<file path="config.mk">
export PLATFORM = sky130hd
export DESIGN_NAME = button_conditioner
export DESIGN_NICKNAME = d
export VERILOG_FILES = /design/src/rtl/button_conditioner_pkg.sv /design/src/rtl/button_conditioner_debounce_channel.sv /design/src/rtl/button_conditioner.sv
export SDC_FILE = /design/constraint.sdc
export NUM_CORES = 1
export LEC_CHECK = 0
export ABC_AREA = 1
export BUFFER_PORTS_ARGS = -buffer_cell sky130_fd_sc_hd__buf_2
export CAP_MARGIN = 20
export CORE_MARGIN = 2
export CORE_UTILIZATION = 63
export DETAILED_ROUTE_END_ITERATION = 8
export GPL_ROUTABILITY_DRIVEN = 0
export HOLD_SLACK_MARGIN = 0.08
export PLACE_DENSITY = 0.78
export SETUP_SLACK_MARGIN = 0.2
export SLEW_MARGIN = 10
export SYNTH_ARGS = -nofsm -noshare
export SYNTH_HDL_FRONTEND = slang
export SYNTH_SLANG_ARGS = --single-unit
</file>
<file path="constraint.sdc">
create_clock -name clk -period 2.95 [get_ports clk]
set_clock_uncertainty 0.15 [all_clocks]
set_input_delay 0.59 -clock clk [delete_from_list [all_inputs] [get_ports clk]]
set_output_delay 0.59 -clock clk [all_outputs]
set_load 0.01 [all_outputs]
</file>
<file path="src/rtl/button_conditioner_pkg.sv">
// rtl/button_conditioner_pkg.sv - shared lap FSM encoding and default timing constants
// Exports:
//   lap_state_t               lap FSM state (IDLE=0, HELD=1, LONG=2)
//   DEFAULT_DEBOUNCE_CYCLES   stable samples needed to accept a level change
//   DEFAULT_HOLD_CYCLES       accepted-press length that turns a lap press into a clear
package button_conditioner_pkg;

    typedef enum logic [1:0] {
        IDLE = 2'd0,
        HELD = 2'd1,
        LONG = 2'd2
    } lap_state_t;

    localparam int DEFAULT_DEBOUNCE_CYCLES = 16;
    localparam int DEFAULT_HOLD_CYCLES     = 1000;

endpackage

</file>
<file path="src/rtl/button_conditioner_debounce_channel.sv">
// rtl/button_conditioner_debounce_channel.sv - 2-flop synchronizer plus counter-based debouncer
// Ports:
//   clk    system clock
//   res    synchronous active-high reset
//   raw    asynchronous, possibly bouncing button input
//   level  debounced level, changes 2 + DEBOUNCE_CYCLES cycles after a clean raw edge
module debounce_channel
    import button_conditioner_pkg::*;
#(
    parameter int DEBOUNCE_CYCLES = DEFAULT_DEBOUNCE_CYCLES
) (
    input  logic clk,
    input  logic res,
    input  logic raw,
    output logic level
);

    localparam int CW = (DEBOUNCE_CYCLES > 1) ? $clog2(DEBOUNCE_CYCLES) : 1;
    localparam logic [CW-1:0] CNT_MAX = CW'(DEBOUNCE_CYCLES - 1);

    logic          sync_meta;
    logic          sync_out;
    logic [CW-1:0] cnt;

    always_ff @(posedge clk) begin
        if (res) begin
            sync_meta <= 1'b0;
            sync_out  <= 1'b0;
            level     <= 1'b0;
            cnt       <= '0;
        end else begin
            sync_meta <= raw;
            sync_out  <= sync_meta;
            if (sync_out == level) begin
                // Any agreeing sample restarts the stability window, so bounce never accumulates.
                cnt <= '0;
            end else if (cnt == CNT_MAX) begin
                // This is the DEBOUNCE_CYCLES-th consecutive differing sample.
                level <= ~level;
                cnt   <= '0;
            end else begin
                cnt <= cnt + CW'(1);
            end
        end
    end

endmodule

</file>
<file path="src/rtl/button_conditioner.sv">
// rtl/button_conditioner.sv - debounces start and lap buttons into start_stop, lap_time and clear impulses
// Ports:
//   clk         system clock
//   res         synchronous active-high reset
//   start_btn   raw start/stop button, active-high, may bounce
//   lap_btn     raw lap button, active-high, may bounce
//   start_stop  one-cycle impulse per accepted start_btn press
//   lap_time    one-cycle impulse per accepted short lap_btn press (emitted on release)
//   clear       one-cycle impulse when a lap_btn press lasts HOLD_CYCLES accepted cycles
module button_conditioner
    import button_conditioner_pkg::*;
#(
    parameter int DEBOUNCE_CYCLES = DEFAULT_DEBOUNCE_CYCLES,
    parameter int HOLD_CYCLES     = DEFAULT_HOLD_CYCLES
) (
    input  logic clk,
    input  logic res,
    input  logic start_btn,
    input  logic lap_btn,
    output logic start_stop,
    output logic lap_time,
    output logic clear
);

    localparam int HW = (HOLD_CYCLES > 1) ? $clog2(HOLD_CYCLES) : 1;
    localparam logic [HW-1:0] HOLD_MAX = HW'(HOLD_CYCLES - 1);

    logic start_level;
    logic start_level_d;
    logic lap_level;

    lap_state_t    state;
    lap_state_t    state_next;
    logic [HW-1:0] hold_cnt;
    logic [HW-1:0] hold_cnt_next;
    logic [HW-1:0] hold_inc;
    logic          lap_time_next;
    logic          clear_next;

    debounce_channel #(
        .DEBOUNCE_CYCLES(DEBOUNCE_CYCLES)
    ) u_start (
        .clk  (clk),
        .res  (res),
        .raw  (start_btn),
        .level(start_level)
    );

    debounce_channel #(
        .DEBOUNCE_CYCLES(DEBOUNCE_CYCLES)
    ) u_lap (
        .clk  (clk),
        .res  (res),
        .raw  (lap_btn),
        .level(lap_level)
    );

    // Saturating increment: the counter must never wrap back and re-arm a clear.
    assign hold_inc = (hold_cnt == HOLD_MAX) ? hold_cnt : hold_cnt + HW'(1);

    always_comb begin
        state_next    = state;
        hold_cnt_next = hold_cnt;
        lap_time_next = 1'b0;
        clear_next    = 1'b0;
        case (state)
            IDLE: begin
                if (lap_level) begin
                    state_next    = HELD;
                    hold_cnt_next = '0;
                end
            end
            HELD: begin
                if (!lap_level) begin
                    // Released before the hold threshold: a short press.
                    state_next    = IDLE;
                    lap_time_next = 1'b1;
                end else begin
                    hold_cnt_next = hold_inc;
                    if (hold_inc == HOLD_MAX) begin
                        state_next = LONG;
                        clear_next = 1'b1;
                    end
                end
            end
            LONG: begin
                // The press already produced its clear; release is silent.
                if (!lap_level) begin
                    state_next = IDLE;
                end
            end
            default: begin
                state_next = IDLE;
            end
        endcase
    end

    always_ff @(posedge clk) begin
        if (res) begin
            state         <= IDLE;
            hold_cnt      <= '0;
            start_level_d <= 1'b0;
            start_stop    <= 1'b0;
            lap_time      <= 1'b0;
            clear         <= 1'b0;
        end else begin
            state         <= state_next;
            hold_cnt      <= hold_cnt_next;
            start_level_d <= start_level;
            // Rising edge of the debounced level only; release produces nothing.
            start_stop    <= start_level & ~start_level_d;
            lap_time      <= lap_time_next;
            clear         <= clear_next;
        end
    end

endmodule

</file>
==> results of run 1 <==
[flip-flops by register name (all words and copies together), names as in the netlist]
| register | flops |
|---|---|
| u_start.sync_out | 1 |
| u_start.sync_meta | 1 |
| clear | 1 |
| u_lap.level | 1 |
| u_start.cnt | 4 |
| u_start.level | 1 |
| lap_time | 1 |
| u_lap.cnt | 4 |
| state | 2 |
| start_level_d | 1 |
| u_lap.sync_out | 1 |
| start_stop | 1 |
| u_lap.sync_meta | 1 |
| hold_cnt | 10 |
[synthesized netlist by cell type]
library cell  instances
nand2_1              37
dfxtp_1              30
nor2_1               29
inv_1                23
nand3_1              12
a21oi_1               9
o21ai_0               8
nand4_1               6
xor2_1                6
inv_2                 4
nor3_1                4
ha_1                  3
nor2_2                3
nor2_4                3
clkbuf_1              2
nand2_2               2
o32ai_1               2
buf_4                 1
clkinv_1              1
nand3_4               1
nor3_2                1
o21ai_1               1
o21bai_2              1
o22ai_1               1
xor2_2                1
[routing by layer]
metal  GRT usage  wire, um
met1      0.2454      1120
met3     0.08187       123
met2      0.4026      1338
met5           0         0
met4      0.1316        69
[metrics by stage]
step | cell area [um2] | util
after floorplan | 1410 | -
after global placement | 1460 | 0.6730
after detailed placement | 1460 | 0.6730
after CTS | 1520 | 0.7007
after global routing | 1520 | 0.7007
final | 1520 | 0.7007
[cell type report]
cell class	count	area [um2]	share of cell area
clock buffers	7	55.05	0.03621
inverters	28	105.1	0.06914
flip-flops and latches	30	600.6	0.3951
repair buffers	6	30.03	0.01975
well taps	28	35.03	0.02305
clock inverters	1	5.005	0.003292
multi-input cells	130	689.4	0.4535
[logic make-up after synthesis]
family | Yosys count | share of synthesized area
and+or+nand+nor | 98 | 0.3248
adders and majority gates | 3 | 0.02662
buffers and inverters | 31 | 0.08518
DFF | 30 | 0.4259
xor gates and xnor gates | 7 | 0.04880
AOI/OAI and AO/OA | 22 | 0.08873
[how the worst max path moves through the flow]
stage               depth (start not counted)       end   startpoint  slack (ns)
global placement                            9  state[0]  hold_cnt[0]        1.21
global route                               12  state[0]  hold_cnt[0]        0.97
finish                                     10  state[0]  hold_cnt[0]        1.12
CTS                                         9  state[0]  hold_cnt[0]        1.12
detailed placement                         10  state[0]  hold_cnt[0]        1.13
floorplan                                  12  state[0]  hold_cnt[0]        1.31
[report_power, final]
group	total (W)	internal [W]	switching (W)
Clock	0.000248	0.000115	0.000133
Combinational	0.0000122	0.00000363	0.00000858
Sequential	0.000410	0.000408	0.00000160
[worst max-delay path: stages, from the launching register on]
cell     delay [ns]
dfxtp_1        0.46
ha_1           0.23
nand2_2        0.10
inv_2          0.11
nand3_4        0.11
o21ai_1        0.19
nand2_1        0.09
nor2_2         0.12
nand4_1        0.08
nand2_1        0.06
inv_1          0.04
==> metrics.cfg, run 1 <==
[outcome]
status = finished, final reports clean

[timing]
clock.fmax_mhz = 545.0
period_share = 0.6220
finalMaxSlewViolations = 0
holdWs_ns = 0.2564
finalWorstSetupSlack_ns = 1.115
rsz0062_at_grt = no
worst_pin_slew_ns = 0.3765
period_needed_ns = 1.835
maxSlewHeadroom = 0.7481
tns_ns = 0
hold_violations = 0
finalSetupViolations = 0

[drt]
avgViaCountPerCell = 5.357
postRouteAntennaNets = 0
wl_um = 2652
firstDrtPassIters = 4
drtIter0Drc = 23
wl_per_cell_um = 11.53
vias = 1232
drc = 0

[floorplanning]
die_w_um = 51.31
std_cell_rows = 17
ios = 7
die_area_mm2 = 0.002633
fp.dieH_um = 51.31
initial_core_util = 0.6499
core_area_mm2 = 0.002170

[cts]
cts.sinks = 30
cts_made_buffers = 5
cts_tree = built
cts_buffer_depth = 2
cts-hold-fix-buffers = 0
cts-root-buf = clkbuf_4
clkLatencyLatePin_ns = 0.33
cts_resized = 0
post-cts-setup-buffer-count = 0
htreeDepth = 2
clk_pin_slew_ns = 0.09

[synthesis]
synth_nets = 198
syn_area_mm2 = 0.001410
avgSynthCellArea_um2 = 7.383
ys_types = 25
syn-instance-count = 191
ys_seq_area_frac = 0.4259
yosys.area.top_type_share = 0.4259
yosys.area.top_type = dfxtp_1
synth_seq_cells = 30
yosysWarnings = 0
yosys-top-cells-area = dfxtp_1, nand2_1, nor2_1

[grt]
grt_pass1_vias = 1124
grt_pass1_wl_um = 4402
antenna_found_initial = 0
grt_max_degree = 18
grt_use_total = 0.2333
grt.overflow.total = 0

[critical_path]
reg2regPathDepth = 10
r2r_slack_ns = 1.12
cp_data_required_time_ns = 3.03
critPathLaunchType = flip-flop
worst-path-max-fanout = 7
r2r-end = state[0]
crit_type = reg -> reg
end_kind = flip-flop
regToRegStartpoint = hold_cnt[0]
worstPathArrival_ns = 1.92

[placed_design]
dp_cells = 222
io_buffers = 6
pre_cts_ws_ns = 1.134
dp_hpwl_um = 1997

[power_and_ir_drop]
vdd_drop_max_mv = 0.3968
p_leak_nw = 0.6136
p_per_area_mw_per_mm2 = 440.5
p_total_w = 0.0006697

[layout]
layout_commonest_cell = nand2_1
layout-drive-gt1-share = 0.1436
finalNonFillerCells = 230
insertedDiodeCount = 0
fill_cells = 185
area_delta_synth_final_pct = 7.809
final_nets = 208
layout_common_cells = nand2_1, dfxtp_1, nor2_1

[min_path]
hp-start = start_level_d
worstHoldEndpoint = start_stop
hold_depth = 1
hold_class = reg -> reg

[run]
drv_cap = 0

Power figures use the tool's default switching activity.
==> inputs of run 2 (changes only) <==
Settings changed: CORE_UTILIZATION 63 to 53, PLACE_DENSITY 0.78 to 0.69.
Clock period 2.95 ns to 1.6 ns, I/O delays scaled along.
==> run 2 against run 1 <==
The run now ends with negative setup slack left. Clock-buffer cell count unchanged. Hold slack lost 0.089 ns. Non-clock buffer count is 27 higher. Highest routed layer unchanged.
==> metrics.cfg, run 2 (same netlist as run 1, synthesis figures left out) <==
[drt]
avgViaCountPerCell = 5.151  ; was 5.357
wl_per_cell_um = 12.16  ; was 11.53 um
postRouteAntennaNets = 0  ; unchanged
vias = 1334  ; was 1232
drc = 0  ; unchanged
wl_um = 3150  ; was 2652 um
firstDrtPassIters = 4  ; unchanged
drtIter0Drc = 48  ; was 23

[layout]
reg_top3 = hold_cnt (10), u_lap.cnt (4), u_start.cnt (4)  ; unchanged
fill_cells = 184  ; was 185
layout_common_cells = nand2_1, nor2_1, buf_4  ; was nand2_1, dfxtp_1, nor2_1
seq_area_um2 = 618.1  ; was 600.6 um2
layout_commonest_cell = nand2_1  ; unchanged
regMostFlops = hold_cnt  ; unchanged
insertedDiodeCount = 0  ; unchanged
largest_register_ffs = 10  ; unchanged
multi_input_area_um2 = 803.3  ; was 689.4 um2
final_nets = 235  ; was 208
final_util = 0.7467  ; was 0.7007
area_delta_synth_final_pct = 32.39  ; was 7.809%
finalNonFillerCells = 259  ; was 230
layout-drive-gt1-share = 0.3668  ; was 0.1436

[critical_path]
critPathLaunchType = flip-flop  ; unchanged
worst-path-max-fanout = 4  ; was 7
reg2regPathDepth = 8  ; was 10
worstPathArrival_ns = 1.79  ; was 1.92 ns
cp_data_required_time_ns = 1.71  ; was 3.03 ns
end_kind = flip-flop  ; unchanged
crit_type = reg -> reg  ; unchanged

[timing]
finalSetupViolations = 4  ; was 0
maxSlewHeadroom = 0.8172  ; was 0.7481
clock.fmax_mhz = 594.0  ; was 545.0 MHz
finalMaxSlewViolations = 0  ; unchanged
tns_ns = -0.1682  ; was 0 ns
rsz0062_at_grt = yes  ; was no
worst_pin_slew_ns = 0.2739  ; was 0.3765 ns
period_needed_ns = 1.684  ; was 1.835 ns
period_share = 1.052  ; was 0.6220
hold_violations = 0  ; unchanged
finalWorstSetupSlack_ns = -0.08362  ; was 1.115 ns

[cts]
htreeDepth = 2  ; unchanged
cts_tree = built  ; unchanged
clkLatencyLatePin_ns = 0.32  ; was 0.33 ns
cts_buffer_depth = 2  ; unchanged
cts.sinks = 30  ; unchanged
clk_pin_slew_ns = 0.09  ; about the same
cts-root-buf = clkbuf_4  ; unchanged
cts_made_buffers = 5  ; unchanged

[min_path]
hold_class = in -> reg  ; was reg -> reg
hold_depth = 3  ; was 1

[power_and_ir_drop]
p_leak_nw = 0.7883  ; was 0.6136 nW
p_per_area_mw_per_mm2 = 663.2  ; was 440.5 mW/mm2
vdd_drop_max_mv = 0.5605  ; was 0.3968 mV

[floorplanning]
die_w_um = 55.58  ; was 51.31 um
fp.dieH_um = 55.58  ; was 51.31 um
die_area_mm2 = 0.003089  ; was 0.002633 mm2
initial_core_util = 0.5641  ; was 0.6499
ios = 7  ; unchanged
core_area_mm2 = 0.002500  ; was 0.002170 mm2
std_cell_rows = 18  ; was 17

[outcome]
status = finished with violations  ; was finished, final reports clean
violations = negative setup slack

[placed_design]
dp_hpwl_um = 2233  ; was 1997 um
io_buffers = 6  ; unchanged
dp_cells = 240  ; was 222

[grt]
grt.overflow.total = 0  ; unchanged
antenna_found_initial = 0  ; unchanged
gr-usage-met2 = 0.3776  ; was 0.4026
use_met3 = 0.06977  ; was 0.08187
grt_use_total = 0.2210  ; was 0.2333
grt-busiest-layer = met2  ; unchanged
grt_pass1_vias = 1337  ; was 1124
grt_util_met1 = 0.2430  ; was 0.2454
grt_max_degree = 10  ; was 18
grt_pass1_wl_um = 5313  ; was 4402 um

[run]
drv_cap = 0  ; unchanged

run 2: cell count changes in the layout (fill, tap and decap cells not counted), moves of 4 or more:
cell,change
o21ai_0,-4
dfxtp_1,-8
nand2_2,+5
nand2_1,-7
dfxtp_2,+5
buf_4,+24
run 2: metrics by stage:
| step | setup slack [ns] | power (W) | cell area, um2 | hold slack, ns |
|---|---|---|---|---|
| floorplan | 0.07122 | 0.0007860 | 1440 | 0.2232 |
| global placement | -0.04912 | 0.0007984 | 1613 | 0.2290 |
| detailed placement | -0.04233 | 0.0007998 | 1613 | 0.2344 |
| CTS | -0.01729 | 0.001262 | 1770 | 0.1639 |
| global route | -0.1382 | 0.001301 | 1867 | 0.1780 |
| finish | -0.08362 | 0.001238 | 1867 | 0.1672 |
run 2: repair_timing:
action	4_1_cts	5_1_grt
hold endpoints to repair	2	0
setup endpoints to repair	9	12
gates resized for setup	17	19
hold buffers	2	0
buffers inserted	5	4
pin swaps	11	13
run 2: critical path, stage by stage (launching register included):
cell and delay, ns:
dfxtp_4 0.38, ha_4 0.14, nand2_4 0.06, nor2_4 0.20, xor2_2 0.19, nand2_1 0.08
nor2_1 0.13, nand4_1 0.14, nor3_2 0.14
run 2: final cells by class:
| type | instances | share of cell area |
|---|---|---|
| sequential | 30 | 0.3311 |
| multi-input combinational | 130 | 0.4303 |
| inverter | 28 | 0.05697 |
| clock inverter | 1 | 0.002681 |
| clock buffer | 7 | 0.02949 |
| timing repair buffer | 33 | 0.1294 |
| tap | 30 | 0.02011 |
run 2: final timing paths:
check | from | to | slack (ns)
max reg2reg | hold_cnt[1] | clear | -0.08
min reg2reg | start_level_d | start_stop | 0.23
max | hold_cnt[1] | clear | -0.08
min | res | hold_cnt[6] | 0.17
run 2: layer usage:
metal | routed length [um] | part of all wire
met2 | 1596 | 0.51
met1 | 1318 | 0.42
met5 | 0 | 0
met4 | 101 | 0.032
met3 | 134 | 0.043
run 2: where the power goes:
part,total [W],leakage [nW],switching [W],internal [W]
Sequential,0.000750,0.248,0.00000287,0.000747
Clock,0.000455,0.0353,0.000243,0.000213
Combinational,0.0000329,0.505,0.0000182,0.0000147
Total,0.00124,0.788,0.000264,0.000974
==> inputs of run 3 (changes only) <==
Settings changed: CORE_ASPECT_RATIO from default to 0.75, SLEW_MARGIN 10 to 20.
==> run 3 against run 2 <==
Die area increased by 0.14%. First-iteration DRC count is 56% higher. Non-clock buffer count is 5 lower. The run still ends with negative setup slack left. Global-route usage grew 1.1 points. Maximum frequency decreased by 1.3%. Clock-buffer cell count fell by 1. Sequential cell count stayed put. Sequential share of layout area up 0.70 points. Clock power is 3% higher. Critical endpoint is now state[0].
==> metrics.cfg, run 3 (same netlist as run 1, synthesis figures left out) <==
[floorplanning]
core_area_mm2 = 0.002562  ; was 0.002500 mm2
ios = 7  ; unchanged
die_area_mm2 = 0.003093  ; was 0.003089 mm2
std_cell_rows = 16  ; was 18
fp.dieH_um = 48.67  ; was 55.58 um
initial_core_util = 0.5503  ; was 0.5641
die_w_um = 63.56  ; was 55.58 um

[critical_path]
critPathLaunchType = flip-flop  ; unchanged
crit_type = reg -> reg  ; unchanged
crit_slowest_cell = dfxtp_4  ; unchanged
slowest_delay_ns = 0.37  ; was 0.38 ns
regToRegStartpoint = hold_cnt[1]  ; unchanged
cp_data_required_time_ns = 1.68  ; was 1.71 ns
crit_path_cell_trace = ha_4, nand2_4, nor2_4, xor2_2, nand4_1, nor2_2, nand4_1, nand2_1, inv_1  ; was ha_4, nand2_4, nor2_4, xor2_2, nand2_1, nor2_1, nand4_1, nor3_2
crit_buf_inv = 1  ; was 0
worst-path-max-fanout = 4  ; unchanged
r2r_slack_ns = -0.11  ; was -0.08 ns
end_kind = flip-flop  ; unchanged
cp_top_family = simple AND/OR/NAND/NOR gates  ; unchanged
startpoint = hold_cnt[1]  ; unchanged
worstPathArrival_ns = 1.79  ; about the same
cpMostUsedCell = nand4_1

[timing]
rsz0062_at_grt = yes  ; unchanged
finalWorstSetupSlack_ns = -0.1051  ; was -0.08362 ns
period_needed_ns = 1.705  ; was 1.684 ns
finalSetupViolations = 3  ; was 4
worst_pin_slew_ns = 0.2835  ; was 0.2739 ns
hold_violations = 0  ; unchanged
period_share = 1.066  ; was 1.052
maxSlewHeadroom = 0.8108  ; was 0.8172
finalMaxSlewViolations = 0  ; unchanged
clock.fmax_mhz = 586.5  ; was 594.0 MHz

[layout]
final_util = 0.7178  ; was 0.7467
insertedDiodeCount = 0  ; unchanged
layout-drive-gt1-share = 0.3438  ; was 0.3668
area_delta_synth_final_pct = 30.43  ; was 32.39%
final_area_mm2 = 0.001839  ; was 0.001867 mm2
layout_commonest_cell = nand2_1  ; unchanged
largest_register_ffs = 10  ; unchanged
regMostFlops = hold_cnt  ; unchanged
layout_common_cells = nand2_1, nor2_1, inv_1  ; was nand2_1, nor2_1, buf_4
final_nets = 230  ; was 235
reg_top3 = hold_cnt (10), u_lap.cnt (4), u_start.cnt (4)  ; unchanged

[cts]
htreeDepth = 2  ; unchanged
clkLatencyLatePin_ns = 0.33  ; was 0.32 ns
cts.sinks = 30  ; unchanged
clk_pin_slew_ns = 0.09  ; about the same
cts-root-buf = clkbuf_4  ; unchanged
cts_buffer_depth = 2  ; unchanged
cts_made_buffers = 5  ; unchanged
cts_tree = built  ; unchanged

[grt]
antenna_found_initial = 0  ; unchanged
grt_pass1_vias = 1234  ; was 1337
grt_pass1_wl_um = 5485  ; was 5313 um
grt_use_total = 0.2323  ; was 0.2210
grt_max_degree = 17  ; was 10
grt.overflow.total = 0  ; unchanged

[run]
drv_cap = 0  ; unchanged

[placed_design]
io_buffers = 6  ; unchanged
dpl-instance-area_mm2 = 0.001575  ; was 0.001613 mm2
pre_cts_ws_ns = -0.09508  ; was -0.04233 ns
dp_hpwl_um = 2377  ; was 2233 um

[power_and_ir_drop]
p_per_area_mw_per_mm2 = 678.9  ; was 663.2 mW/mm2
vdd_drop_max_mv = 0.5985  ; was 0.5605 mV
p_total_w = 0.001249  ; was 0.001238 W
p_leak_nw = 0.7753  ; was 0.7883 nW

[outcome]
status = finished with violations  ; unchanged
violations = negative setup slack  ; unchanged

[min_path]
hold_class = in -> reg  ; unchanged
hp-start = res  ; unchanged

[drt]
postRouteAntennaNets = 0  ; unchanged
drtIter0Drc = 75  ; was 48
wl_per_cell_um = 13.50  ; was 12.16 um
avgViaCountPerCell = 5.277  ; was 5.151
drc = 0  ; unchanged
wl_um = 3511  ; was 3150 um
firstDrtPassIters = 4  ; unchanged
vias = 1372  ; was 1334

[run 3: through the flow]
stage	hold WS [ns]	TNS (ns)	std cells
after global placement	0.2278	-0.1405	240
after detailed placement	0.2332	-0.2024	240
after floorplan	0.2232	0	191
after global routing	0.2310	-0.5183	260
after CTS	0.2283	-0.07955	256
final	0.2332	-0.2066	260
[run 3: path summary, 6_finish.rpt]
check | cells after the start | end
setup reg to reg | 9 | state[0]
hold / removal | 3 | hold_cnt[7]
hold reg to reg | 1 | start_stop
setup / recovery | 9 | state[0]
[run 3: timing repair]
action | in CTS | in global routing
pin swaps | 11 | 10
endpoints found under the hold margin | 2 | 0
setup buffers | 6 | 4
setup endpoints to repair | 11 | 13
hold buffers | 2 | 0
resized for setup | 11 | 20
[run 3: worst reg2reg max path, cell delays in order (launching register included)]
cell,delay [ns]
dfxtp_4,0.37
ha_4,0.15
nand2_4,0.07
nor2_4,0.19
xor2_2,0.22
nand4_1,0.14
nor2_2,0.14
nand4_1,0.09
nand2_1,0.07
inv_1,0.03
[run 3: area by class of cell]
type                            count  area (um2)
Tap cell                           36       45.04
Fill cell                         205       723.2
Inverter                           28       105.1
Timing Repair Buffer               28       203.9
Multi-Input combinational cell    130       799.5
Sequential cell                    30       621.8
Clock inverter                      2       12.51
Clock buffer                        6       51.30
[run 3: metal layers]
metal  track usage  share of wire  up-vias
met1        0.3201           0.45      610
li1              -              -      672
met2        0.3544           0.42       73
met4       0.07609          0.022        0
met3       0.06279           0.10       17
met5             0              0        -
[run 3: where the power goes]
part | total (W) | switching, W | internal (W)
Combinational | 0.0000296 | 0.0000180 | 0.0000115
Sequential | 0.000750 | 0.00000326 | 0.000747
Clock | 0.000469 | 0.000258 | 0.000211
